`src/rtl/mmio_bus_bridge.sv`:
```
// Load/store bridge from the core memory stage to N memory-mapped targets with base/mask
// decode, valid/ready request handshake, target wait states and registered error responses.
module mmio_bus_bridge #(
    parameter int unsigned                N_TGT    = 2,
    parameter int unsigned                ADDR_W   = 32,
    parameter logic [N_TGT*ADDR_W-1:0]    TGT_BASE = {32'h0003_2000, 32'h0000_0000},
    parameter logic [N_TGT*ADDR_W-1:0]    TGT_MASK = {32'hFFFF_F000, 32'hFFFF_C000},
    parameter int unsigned                TIMEOUT  = 15
) (
    input  logic                  clk,
    input  logic                  rst_n,
    input  logic                  req_valid,
    output logic                  req_ready,
    input  logic                  req_we,
    input  logic [1:0]            req_size,
    input  logic                  req_unsigned,
    input  logic [ADDR_W-1:0]     req_addr,
    input  logic [31:0]           req_wdata,
    output logic                  rsp_valid,
    output logic [31:0]           rsp_rdata,
    output logic [1:0]            rsp_err,
    output logic [N_TGT-1:0]      tgt_sel,
    output logic                  tgt_we,
    output logic [3:0]            tgt_be,
    output logic [ADDR_W-1:0]     tgt_addr,
    output logic [31:0]           tgt_wdata,
    input  logic [N_TGT*32-1:0]   tgt_rdata,
    input  logic [N_TGT-1:0]      tgt_ready
);

    localparam int unsigned CNT_W = $clog2(TIMEOUT + 1);

    typedef enum logic [1:0] {StIdle, StAccess, StResp} state_t;

    state_t             state_q, state_d;
    logic               rst_meta, rst_sync_n;
    logic [CNT_W-1:0]   cnt_q;
    logic               lat_we, lat_unsigned;
    logic [1:0]         lat_size, lat_off;
    logic               misaligned, hit_any, sel_ready, timed_out;
    logic [N_TGT-1:0]   hit_oh;
    logic [3:0]         be;
    logic [31:0]        wdata, sel_rdata, byte_sh, half_sh, load_data;

    // Reset asserts asynchronously but is released in step with clk.
    always_ff @(posedge clk or negedge rst_n) begin
        if (!rst_n) begin
            rst_meta   <= 1'b0;
            rst_sync_n <= 1'b0;
        end else begin
            rst_meta   <= 1'b1;
            rst_sync_n <= rst_meta;
        end
    end

    // Request decode: alignment, lowest-index window match, lane steering.
    always_comb begin
        unique case (req_size)
            2'd0:    misaligned = 1'b0;
            2'd1:    misaligned = req_addr[0];
            2'd2:    misaligned = |req_addr[1:0];
            default: misaligned = 1'b1;
        endcase
        hit_oh  = '0;
        hit_any = 1'b0;
        for (int i = 0; i < N_TGT; i++) begin
            if (!hit_any && ((req_addr & TGT_MASK[i*ADDR_W +: ADDR_W]) ==
                             TGT_BASE[i*ADDR_W +: ADDR_W])) begin
                hit_oh[i] = 1'b1;
                hit_any   = 1'b1;
            end
        end
        unique case (req_size)
            2'd0: begin
                be    = 4'b0001 << req_addr[1:0];
                wdata = {4{req_wdata[7:0]}};
            end
            2'd1: begin
                be    = req_addr[1] ? 4'b1100 : 4'b0011;
                wdata = {2{req_wdata[15:0]}};
            end
            default: begin
                be    = 4'b1111;
                wdata = req_wdata;
            end
        endcase
    end

    // Selected target's completion and load alignment.
    always_comb begin
        sel_ready = |(tgt_ready & tgt_sel);
        sel_rdata = '0;
        for (int i = 0; i < N_TGT; i++) begin
            if (tgt_sel[i]) sel_rdata = sel_rdata | tgt_rdata[i*32 +: 32];
        end
        timed_out = (cnt_q == CNT_W'(TIMEOUT));
        byte_sh   = sel_rdata >> {lat_off, 3'b000};
        half_sh   = sel_rdata >> {lat_off[1], 4'b0000};
        unique case (lat_size)
            2'd0:    load_data = lat_unsigned ? {24'h0, byte_sh[7:0]}
                                              : {{24{byte_sh[7]}}, byte_sh[7:0]};
            2'd1:    load_data = lat_unsigned ? {16'h0, half_sh[15:0]}
                                              : {{16{half_sh[15]}}, half_sh[15:0]};
            default: load_data = sel_rdata;
        endcase
    end

    always_ff @(posedge clk or negedge rst_sync_n) begin
        if (!rst_sync_n) state_q <= StIdle;
        else             state_q <= state_d;
    end

    always_comb begin
        state_d = state_q;
        unique case (state_q)
            StIdle: begin
                if (req_valid) state_d = (misaligned || !hit_any) ? StResp : StAccess;
            end
            StAccess: begin
                if (sel_ready || timed_out) state_d = StResp;
            end
            StResp:  state_d = StIdle;
            default: state_d = StIdle;
        endcase
    end

    always_comb begin
        req_ready = (state_q == StIdle);
        rsp_valid = (state_q == StResp);
    end

    always_ff @(posedge clk or negedge rst_sync_n) begin
        if (!rst_sync_n) begin
            cnt_q        <= '0;
            lat_we       <= 1'b0;
            lat_unsigned <= 1'b0;
            lat_size     <= 2'd0;
            lat_off      <= 2'd0;
            rsp_rdata    <= '0;
            rsp_err      <= 2'd0;
            tgt_sel      <= '0;
            tgt_we       <= 1'b0;
            tgt_be       <= 4'b0;
            tgt_addr     <= '0;
            tgt_wdata    <= '0;
        end else begin
            unique case (state_q)
                StIdle: begin
                    if (req_valid) begin
                        cnt_q        <= '0;
                        lat_we       <= req_we;
                        lat_unsigned <= req_unsigned;
                        lat_size     <= req_size;
                        lat_off      <= req_addr[1:0];
                        rsp_rdata    <= '0;
                        if (misaligned) begin
                            rsp_err <= 2'd1;
                        end else if (!hit_any) begin
                            rsp_err <= 2'd2;
                        end else begin
                            tgt_sel   <= hit_oh;
                            tgt_we    <= req_we;
                            tgt_be    <= be;
                            tgt_addr  <= {req_addr[ADDR_W-1:2], 2'b00};
                            tgt_wdata <= wdata;
                        end
                    end
                end
                StAccess: begin
                    if (sel_ready || timed_out) begin
                        rsp_err   <= sel_ready ? 2'd0 : 2'd3;
                        rsp_rdata <= (sel_ready && !lat_we) ? load_data : 32'h0;
                        tgt_sel   <= '0;
                        tgt_we    <= 1'b0;
                        tgt_be    <= 4'b0;
                    end else begin
                        cnt_q <= cnt_q + CNT_W'(1);
                    end
                end
                StResp: begin
                    rsp_rdata <= '0;
                    rsp_err   <= 2'd0;
                end
                default: ;
            endcase
        end
    end

endmodule

```
`config.mk`:
```
export PLATFORM = sky130hd
export DESIGN_NAME = mmio_bus_bridge
export DESIGN_NICKNAME = d
export VERILOG_FILES = /design/src/rtl/mmio_bus_bridge.sv
export SDC_FILE = /design/constraint.sdc
export NUM_CORES = 1
export LEC_CHECK = 0
export ABC_AREA = 1
export CAP_MARGIN = 20
export CORE_MARGIN = 2
export CORE_UTILIZATION = 30
export CTS_BUF_LIST = sky130_fd_sc_hd__clkbuf_16
export DETAILED_ROUTE_END_ITERATION = 6
export DONT_BUFFER_PORTS = 1
export GPL_TIMING_DRIVEN = 0
export SLEW_MARGIN = 5
export SYNTH_ARGS = -nofsm -noshare
export SYNTH_HDL_FRONTEND = slang
export SYNTH_SLANG_ARGS = --single-unit
```
`constraint.sdc`:
```
create_clock -name clk -period 6.98 [get_ports clk]
set_clock_uncertainty 0.2 [all_clocks]
set_input_delay 0.349 -clock clk [delete_from_list [all_inputs] [get_ports clk]]
set_output_delay 0.349 -clock clk [all_outputs]
set_load 0.05 [all_outputs]
```
==> reports/results.ini <==
[synth]
ys_async_sr_fraction_pct = 100
synth_cells = 821
postSynthAreaPerCell_sq_um = 7.45
synth_most_common_cell = nand2_1
yosysWarnings = 0
synth_common_cells = nand2_1 (294), dfrtp_1 (117), nor2_1 (89), inv_1 (88), nand3_1 (41)
synth_cell_types = 37
synth_edf_count = 0
yosys.area.top_type = dfrtp_1
seq_area_frac_synth_pct = 47.9
synth_area_sq_um = 6120
synthTopCellsByArea = dfrtp_1 (48%), nand2_1 (18%), nor2_1 (5.5%)
ys_ff_latch = 117
yosysTopAreaCellShare_pct = 47.9
ys.flop_type = dfrtp_1

[sta]
tightestPinTransition_ns = 0.802
fin_crit_ns = 2.79
hold_viol = 0
max_freq_mhz = 358
finalMaxSlewViolations = 0
rsz0062_at_grt = no
slew_headroom_pct = 46.6
finalCritPeriodShare_pct = 40.0
setup_violations = 0
setup_tns_ns = 0
hold_ws_ns = 0.0174

[setup_path]
crit_start = state_q[0]
critPathBufInv = 3
crit_end = tgt_be[0]
cpMostUsedCell = nand2_1
cp.required_ns = 7.08
regToRegEndpoint = tgt_be[0]
worstSetupEndpointType = register
crit_chain = inv_1, ha_1, buf_2, nand2_1, o21ai_0, inv_1, nor2_4, nand3_1, nand2_1, nand2_1
cpPeakStageDelay_ns = 0.52
critical-path-top-delay-family = simple AND/OR/NAND/NOR gates
r2r_setup_slack_ns = 4.19
path_depth = 10
reg2reg_depth = 10
slowest_stage = ha_1
crit_type = register to register
critPathLaunchType = register
timing.rr.start = state_q[0]
cp_max_fo = 10
crit_arrival_ns = 2.89

[cts]
clock-sinks = 117
root_buffer = clkbuf_16
cts_buffer_depth = 2
cts.htree.levels = 4
clock_latency_ns = 0.41
cts_tree = done
clkTransAtPathRegs_ns = 0.06
cts_made_buffers = 17

[die]
fp-row-count = 52
core_sq_um = 20100
die_h_um = 147
die-area_sq_um = 21500
io_pins = 244
die_w_um = 147
start_util_pct = 30.4

[cells_and_area]
fin_area_sq_um = 7560
final_layout_size_suffix_gt1_share_pct = 8.08
nNetsFinal = 1033
area_growth_pct = 23.6
n_antenna_cell = 0

[global_routing]
grt_overflow = 0
track_usage_pct = 19.1
grt_pass1_wl_um = 31500
grt_antenna_before_repair = 0
grt_max_degree = 61
grt_pass1_vias = 5843

[place]
placedInstanceArea_sq_um = 6490
gp_congestion = 0.870
place.port_buffers = 0
hpwlAfterDp_um = 15300

[detailed_routing]
route.detailed.drc = 0
drt-total-wl_um = 20200
ant_nets = 0
viasPerCell = 4.78
first_iter_violations = 231
wl_per_cell_um = 17.2
num_vias = 5615
firstDrtPassIters = 5

[worst_hold_path]
hold_class = input pin to register
whs_path_depth = 2

[pwr]
peakVddDrop_mv = 0.160
powerDensity_nw_per_um2 = 295
power_mw = 2.23
power.leakage_nw = 3.99

[flow_run]
cap_violations = 0

[status]
status = finished, final reports clean

## worst register-to-register path: stages, from the launching register on
cell	delay, ns
dfrtp_1	0.40
inv_1	0.12
ha_1	0.52
buf_2	0.33
nand2_1	0.16
o21ai_0	0.13
inv_1	0.10
nor2_4	0.21
nand3_1	0.31
nand2_1	0.15
nand2_1	0.06
## report_power, final
part	internal, mW	switching, mW
sequential	0.717	0.112
clock	0.527	0.344
combinational	0.178	0.356
## cells by family (layout without fill, tap and decap cells)
family                     after synthesis  in the layout  synth area share, %
and+or+nand+nor                        450            450                 30.1
DFF                                    117            117                 47.9
adders and majority gates                5              5                 1.02
AOI/OAI and AO/OA                      118            118                 11.5
buffers and inverters                  127            209                 9.04
xor gates and xnor gates                 2              2                0.286
other                                    2              3                0.123
## through the flow
stage,std cells,utilization (%),setup slack [ns]
3_3_place_gp,1092,32.1,1.68
2_1_floorplan,822,-,3.28
6_report,1174,37.6,4.19
3_5_place_dp,1093,32.3,4.18
4_1_cts,1174,37.6,4.15
5_1_grt,1174,37.6,3.97
## final cells by class
class | count | area, sq um
well taps | 270 | 338
flip-flops and latches | 117 | 2930
clock buffers | 17 | 425
repair buffers | 50 | 518
inverters | 91 | 342
multi-input cells | 578 | 2640
plain buffers | 36 | 211
fillers | 2039 | 12500
clock inverters | 15 | 155
## per-layer routing
metal | global-route usage, % | up-vias | routed length [um]
met2 | 32.6 | 276 | 9770
li1 | - | 2724 | -
met5 | 0 | - | 0
met3 | 6.55 | 35 | 1870
met1 | 21.6 | 2580 | 7950
met4 | 8.35 | 0 | 622
## worst min path at each step
stage | slack [ns] | startpoint | end
2_1_floorplan | -0.15 | rst_n | rst_meta
3_3_place_gp | -0.15 | rst_n | rst_sync_n
3_5_place_dp | -0.15 | rst_n | rst_meta
4_1_cts | 0.005 | req_addr[0] | lat_off[0]
5_1_grt | 0.02 | req_addr[0] | lat_off[0]
6_report | 0.02 | req_addr[0] | lat_off[0]
## sequential cells by signal, indices dropped and copies added, names as in the netlist
signal	cells
rsp_rdata	32
tgt_wdata	32
tgt_addr	30
cnt_q	4
tgt_be	4
lat_off	2
lat_size	2
rsp_err	2
state_q	2
tgt_sel	2
lat_unsigned	1
lat_we	1
rst_meta	1
rst_sync_n	1
tgt_we	1
## timing repair
action | 4_1_cts | 5_1_grt
hold buffers | 49 | 0
resized for setup | 0 | 0
setup endpoints to repair | 0 | 0
setup buffers | 0 | 0
hold endpoints to repair | 55 | 0
## cells in the final DEF, fill, tap and decap left out, types with 4 or more instances in the layout
cell | Yosys | routed
a21oi_1 | 23 | 23
buf_4 | 7 | 7
dfrtp_1 | 117 | 116
nand4_1 | 9 | 9
dlygate4sd3_1 | 0 | 49
clkbuf_1 | 14 | 14
nand2_1 | 294 | 294
buf_6 | 5 | 5
a22o_1 | 12 | 12
nor2_1 | 89 | 89
o21ai_0 | 39 | 39
clkinv_4 | 0 | 4
o22ai_1 | 7 | 7
buf_2 | 10 | 10
o21ai_2 | 4 | 4
inv_1 | 88 | 88
o21a_1 | 5 | 5
clkbuf_16 | 0 | 17
nand3_1 | 41 | 41
o21ai_1 | 17 | 17
ha_1 | 5 | 5
No activity file was read; power rests on OpenSTA's default activity.
